## src/rtl/lcd_rx.sv

```systemverilog
// lcd_rx: byte-serial RGB LCD receiver; assembles pixels and tracks position, line period and bus errors
module lcd_rx #(
    parameter int H_VISIBLE = 320,
    parameter int V_VISIBLE = 240
) (
    input  logic        clk,
    input  logic        reset,
    input  logic [7:0]  lcd_dat,
    input  logic        lcd_hsync,
    input  logic        lcd_vsync,
    input  logic        lcd_den,
    output logic [23:0] rgb_data,
    output logic        pix_valid,
    output logic [8:0]  x,
    output logic [7:0]  y,
    output logic        frame_start,
    output logic [11:0] h_period,
    output logic        err_partial,
    output logic        err_overrun
);
    typedef enum logic [1:0] {WAIT_VSYNC, WAIT_LINE, ACTIVE} state_t;
    state_t      state_q, state_d;
    logic [7:0]  dat_q;
    logic        hs_q, vs_q, den_q, hs2_q, vs2_q, den2_q;
    logic [1:0]  phase_q, phase_d;
    logic [7:0]  r_q, r_d, g_q, g_d;
    logic [23:0] rgb_q, rgb_d;
    logic        pix_q, pix_d, fs_q, fs_d, line_pix_q, line_pix_d;
    logic [8:0]  x_q, x_d;
    logic [7:0]  y_q, y_d;
    logic [11:0] hcnt_q, hcnt_d, hper_q, hper_d;
    logic        hstart_q, hstart_d, ep_q, ep_d, eo_q, eo_d;
    logic        vs_fall, hs_fall, den_rise, take, line_end, done, drop;

    // Sync inputs idle high, so reset loads them high to avoid a spurious edge.
    always_ff @(posedge clk) begin
        if (reset) begin
            dat_q  <= 8'd0;
            hs_q   <= 1'b1;
            vs_q   <= 1'b1;
            den_q  <= 1'b1;
            hs2_q  <= 1'b1;
            vs2_q  <= 1'b1;
            den2_q <= 1'b1;
        end else begin
            dat_q  <= lcd_dat;
            hs_q   <= lcd_hsync;
            vs_q   <= lcd_vsync;
            den_q  <= lcd_den;
            hs2_q  <= hs_q;
            vs2_q  <= vs_q;
            den2_q <= den_q;
        end
    end

    always_ff @(posedge clk) begin
        if (reset) state_q <= WAIT_VSYNC;
        else       state_q <= state_d;
    end

    always_comb begin
        vs_fall  = vs2_q & ~vs_q;
        state_d  = vs_fall ? WAIT_LINE :
                   (state_q == WAIT_LINE && !den_q) ? ACTIVE :
                   (state_q == ACTIVE && den_q) ? WAIT_LINE : state_q;
    end

    always_comb begin
        hs_fall    = hs2_q & ~hs_q;
        den_rise   = den_q & ~den2_q;
        take       = state_q != WAIT_VSYNC && !den_q && !vs_fall;
        line_end   = state_q == ACTIVE && den_rise && !vs_fall;
        done       = take && phase_q == 2'd2;
        drop       = done && (x_q == 9'(H_VISIBLE) || y_q == 8'(V_VISIBLE));
        phase_d    = (vs_fall || line_end || done) ? 2'd0 : take ? phase_q + 2'd1 : phase_q;
        r_d        = (take && phase_q == 2'd0) ? dat_q : r_q;
        g_d        = (take && phase_q == 2'd1) ? dat_q : g_q;
        pix_d      = done && !drop;
        rgb_d      = pix_d ? {r_q, g_q, dat_q} : rgb_q;
        x_d        = (vs_fall || line_end) ? 9'd0 : pix_q ? x_q + 9'd1 : x_q;
        line_pix_d = (vs_fall || line_end) ? 1'b0 : done ? 1'b1 : line_pix_q;
        y_d        = vs_fall ? 8'd0 :
                     (line_end && line_pix_q && y_q != 8'(V_VISIBLE)) ? y_q + 8'd1 : y_q;
        fs_d       = vs_fall;
        ep_d       = ep_q | (line_end && phase_q != 2'd0);
        eo_d       = eo_q | drop;
        hcnt_d     = hs_fall ? 12'd1 : (hcnt_q == 12'hfff) ? hcnt_q : hcnt_q + 12'd1;
        hstart_d   = hstart_q | hs_fall;
        hper_d     = (hs_fall && hstart_q) ? hcnt_q : hper_q;
    end

    always_ff @(posedge clk) begin
        if (reset) begin
            phase_q    <= 2'd0;
            r_q        <= 8'd0;
            g_q        <= 8'd0;
            rgb_q      <= 24'd0;
            pix_q      <= 1'b0;
            x_q        <= 9'd0;
            y_q        <= 8'd0;
            fs_q       <= 1'b0;
            line_pix_q <= 1'b0;
            hcnt_q     <= 12'd0;
            hper_q     <= 12'd0;
            hstart_q   <= 1'b0;
            ep_q       <= 1'b0;
            eo_q       <= 1'b0;
        end else begin
            phase_q    <= phase_d;
            r_q        <= r_d;
            g_q        <= g_d;
            rgb_q      <= rgb_d;
            pix_q      <= pix_d;
            x_q        <= x_d;
            y_q        <= y_d;
            fs_q       <= fs_d;
            line_pix_q <= line_pix_d;
            hcnt_q     <= hcnt_d;
            hper_q     <= hper_d;
            hstart_q   <= hstart_d;
            ep_q       <= ep_d;
            eo_q       <= eo_d;
        end
    end

    assign rgb_data    = rgb_q;
    assign pix_valid   = pix_q;
    assign x           = x_q;
    assign y           = y_q;
    assign frame_start = fs_q;
    assign h_period    = hper_q;
    assign err_partial = ep_q;
    assign err_overrun = eo_q;
endmodule

```

## config.mk

```make
export PLATFORM = sky130hd
export DESIGN_NAME = lcd_rx
export DESIGN_NICKNAME = d
export VERILOG_FILES = /design/src/rtl/lcd_rx.sv
export SDC_FILE = /design/constraint.sdc
export NUM_CORES = 1
export LEC_CHECK = 0
export ABC_AREA = 1
export CAP_MARGIN = 20
export CORE_MARGIN = 2
export CORE_UTILIZATION = 58
export DETAILED_ROUTE_END_ITERATION = 12
export PLACE_DENSITY = 0.85
export SKIP_CTS_REPAIR_TIMING = 1
export SYNTH_ARGS = -nofsm -noshare
export SYNTH_HDL_FRONTEND = slang
export SYNTH_SLANG_ARGS = --single-unit
```

## constraint.sdc

```tcl
create_clock -name clk -period 2.4 [get_ports clk]
set_input_delay 0.48 -clock clk [delete_from_list [all_inputs] [get_ports clk]]
set_output_delay 0.48 -clock clk [all_outputs]
set_load 0.01 [all_outputs]
```

==> flow_summary_export.csv <==
group,metric,value,unit
job,cap_violations,0,
cells_and_area,drive_above_1_share,0.0951,
sta,hold_viol,0,
clock_network,numCtsBuffers,9,
global_routing,grt_pass1_vias,3681,
floorplan,fp.dieW,92.4,um
floorplan,io_pins,70,
sta,tns,0,ps
clock_network,tritoncts,"built",
setup_path,cpPeakStageDelay,610,ps
drt,drc,0,
logic_synthesis,synth_top_area_cell,"dfxtp_1",
sta,whs,430,ps
setup_path,r2r-start,"y[0]$_SDFFE_PP0P_",
sta,fin_crit,2000,ps
setup_path,path_delay_family,"buffers and inverters",
setup_path,path_cells,"clkdlybuf4s50_1",
setup_path,critPathArrivalTime,1520,ps
logic_synthesis,yosysWarningCount,0,
clock_network,htree_levels,3,
pwr,combinationalPowerShare,0.046,
placement,port_buffers,69,
pwr,power.share.switching,0.248,
sta,worstMarginPinSlew,539,ps
sta,fmax,500,MHz
drt,num_vias,3983,
clock_network,cts_sinks,105,
global_routing,globalRouteOverflowTotal,0,
setup_path,worst-path-buf-inv,1,
logic_synthesis,syn-cell-area,4530,um^2
floorplan,design.core.area,7650,um^2
logic_synthesis,ys_top_cells_by_count,"nand2_1, dfxtp_1, inv_1, nor2_1, a21oi_1",
pwr,clock_power_share,0.345,
logic_synthesis,synth-edff-count,0,
global_routing,use_met3,0.0301,
pwr,p_int,2.20,mW
logic_synthesis,synthFlopType,"dfxtp_1",
logic_synthesis,synth_most_common_cell,"nand2_1",
pwr,ir_drop,0.000345,V
cells_and_area,area_growth,19.6,%
global_routing,grt.total_usage,0.237,
setup_path,critPathLaunchType,"flop",
placement,place.gp.congestion,0.859,
global_routing,grt_pass1_wl,16600,um
floorplan,die_area,8530,um^2
min_path,min_from,"hs_q$_SDFF_PP1_",
setup_path,crit_path_end_kind,"output port",
sta,slew_viol_final,0,
logic_synthesis,synthTopCellsByArea,"dfxtp_1, nand2_1, inv_1",
pwr,p_seq_frac,0.609,
drt,ant_nets,0,
setup_path,critical_path_required,1920,ps
drt,routed_wl,9590,um
drt,post_drt_wl_per_cell,12.4,um
floorplan,initial_core_util,0.592,
pwr,powerDensity,541,nW/um^2
pwr,leakage,2.13,nW
min_path,hold_path.class,"reg2reg",
cells_and_area,fin_nets,689,
logic_synthesis,synth_cell_types,28,
drt,drt-pass1-iter-count,5,
sta,setup_viol,0,
sta,rsz0062_at_grt,"false",
setup_path,slowest_stage,"clkdlybuf4s50_1",
setup_path,crit_path_max_fanout,9,
clock_network,clk_path_buf_depth,2,
global_routing,grt_max_degree,45,
global_routing,top_usage_layer,"met2",
clock_network,clk_pin_slew,100,ps
run_status,status,"finished, final reports clean",
clock_network,cts-root-buf,"clkbuf_8",
logic_synthesis,synth_fp_nets,627,
global_routing,grt_util_met2,0.406,
drt,drt_iter0_drc,171,
logic_synthesis,synth_seq_area_share,0.464,
setup_path,path_class,"reg2out",
cells_and_area,diodes,0,
clock_network,clk_latency,370,ps
floorplan,fp-row-count,32,
placement,hpwl,6850,um
sta,worst_slew_margin_rel,0.640,
global_routing,grtUsageMet1,0.314,
logic_synthesis,async_flop_share,0,
sta,finalCritPeriodShare,0.834,
setup_path,cp-startpoint,"pix_valid$_SDFF_PP0_",
drt,drt-vias-per-instance,5.14,
logic_synthesis,synth_area_per_cell,7.47,um^2
logic_synthesis,ys_ff_latch,105,
floorplan,fp.dieH,92.4,um
logic_synthesis,syn_inst,606,
sta,fin_skew,5.59,ps
global_routing,grt_antenna_before_repair,0,
pwr,power.switching,0.728,mW
logic_synthesis,synth_top_area_frac,0.464,
[worst paths after layout]
path	to	slack, ps	cells past startpoint
setup / recovery	pix_valid	400	1
hold / removal	hs2_q$_SDFF_PP1_	430	2
hold reg to reg	hs2_q$_SDFF_PP1_	430	2
setup reg to reg	rgb_data[1]$_SDFFE_PP0P_	470	9
[metrics by stage]
stage | area, um^2 | utilization | power [mW] | setup slack (ps) | cells
3_5_place_dp | 5240 | 0.685 | 1.96 | 467 | 759
5_1_grt | 5420 | 0.709 | 3.03 | 300 | 775
3_3_place_gp | 5240 | 0.685 | 1.95 | 566 | 759
2_1_floorplan | 4530 | - | 1.91 | 904 | 606
6_report | 5420 | 0.709 | 2.93 | 398 | 775
4_1_cts | 5420 | 0.709 | 2.94 | 389 | 775
[power groups by stage]
stage                     sequential (mW)  combinational (mW)  clock, mW
after global routing                 1.79               0.153       1.09
after floorplan                      1.82              0.0911          0
after global placement               1.82               0.129          0
final                                1.79               0.135       1.01
after detailed placement             1.83               0.134          0
after CTS                            1.79               0.136       1.02
[area by class of cell]
type | instances | area [um^2]
well taps | 102 | 128
multi-input cells | 394 | 1970
repair buffers | 73 | 721
flip-flops and latches | 105 | 2100
clock buffers | 9 | 124
fillers | 624 | 2230
inverters | 85 | 319
clock inverters | 7 | 55.1
[placed cells by master, fill, tap and decap left out, drive strengths merged, types with 6 or more instances in the layout]
master / instances
nand2: 135
nor2: 95
nand4: 30
nor3: 6
a21oi: 54
ha: 8
clkdlybuf4s50: 69
nand3: 29
o21ai: 22
inv: 87
clkbuf: 9
dfxtp: 105
[state kept, by name (all words and copies together) (netlist names), 8 cells and up]
name / flops
y: 8
dat_q: 8
hcnt_q: 12
r_q: 8
h_period: 12
rgb_data: 24
g_q: 8
x: 9
[cells by family after synthesis]
kind of cell	share of synthesized area
AND/OR/NAND/NOR	0.311
buffers and inverters	0.101
flip-flops	0.464
AO/OA/AOI/OAI	0.0906
adder cells (fa/ha/maj)	0.0221
XOR/XNOR	0.0116
[layer usage]
| metal | vias up | part of all wire |
|---|---|---|
| li1 | 2041 | - |
| met1 | 1816 | 0.45 |
| met2 | 115 | 0.49 |
| met3 | 11 | 0.053 |
| met4 | 0 | 0.011 |
| met5 | - | 0 |
No activity file was read; power rests on OpenSTA's default activity.
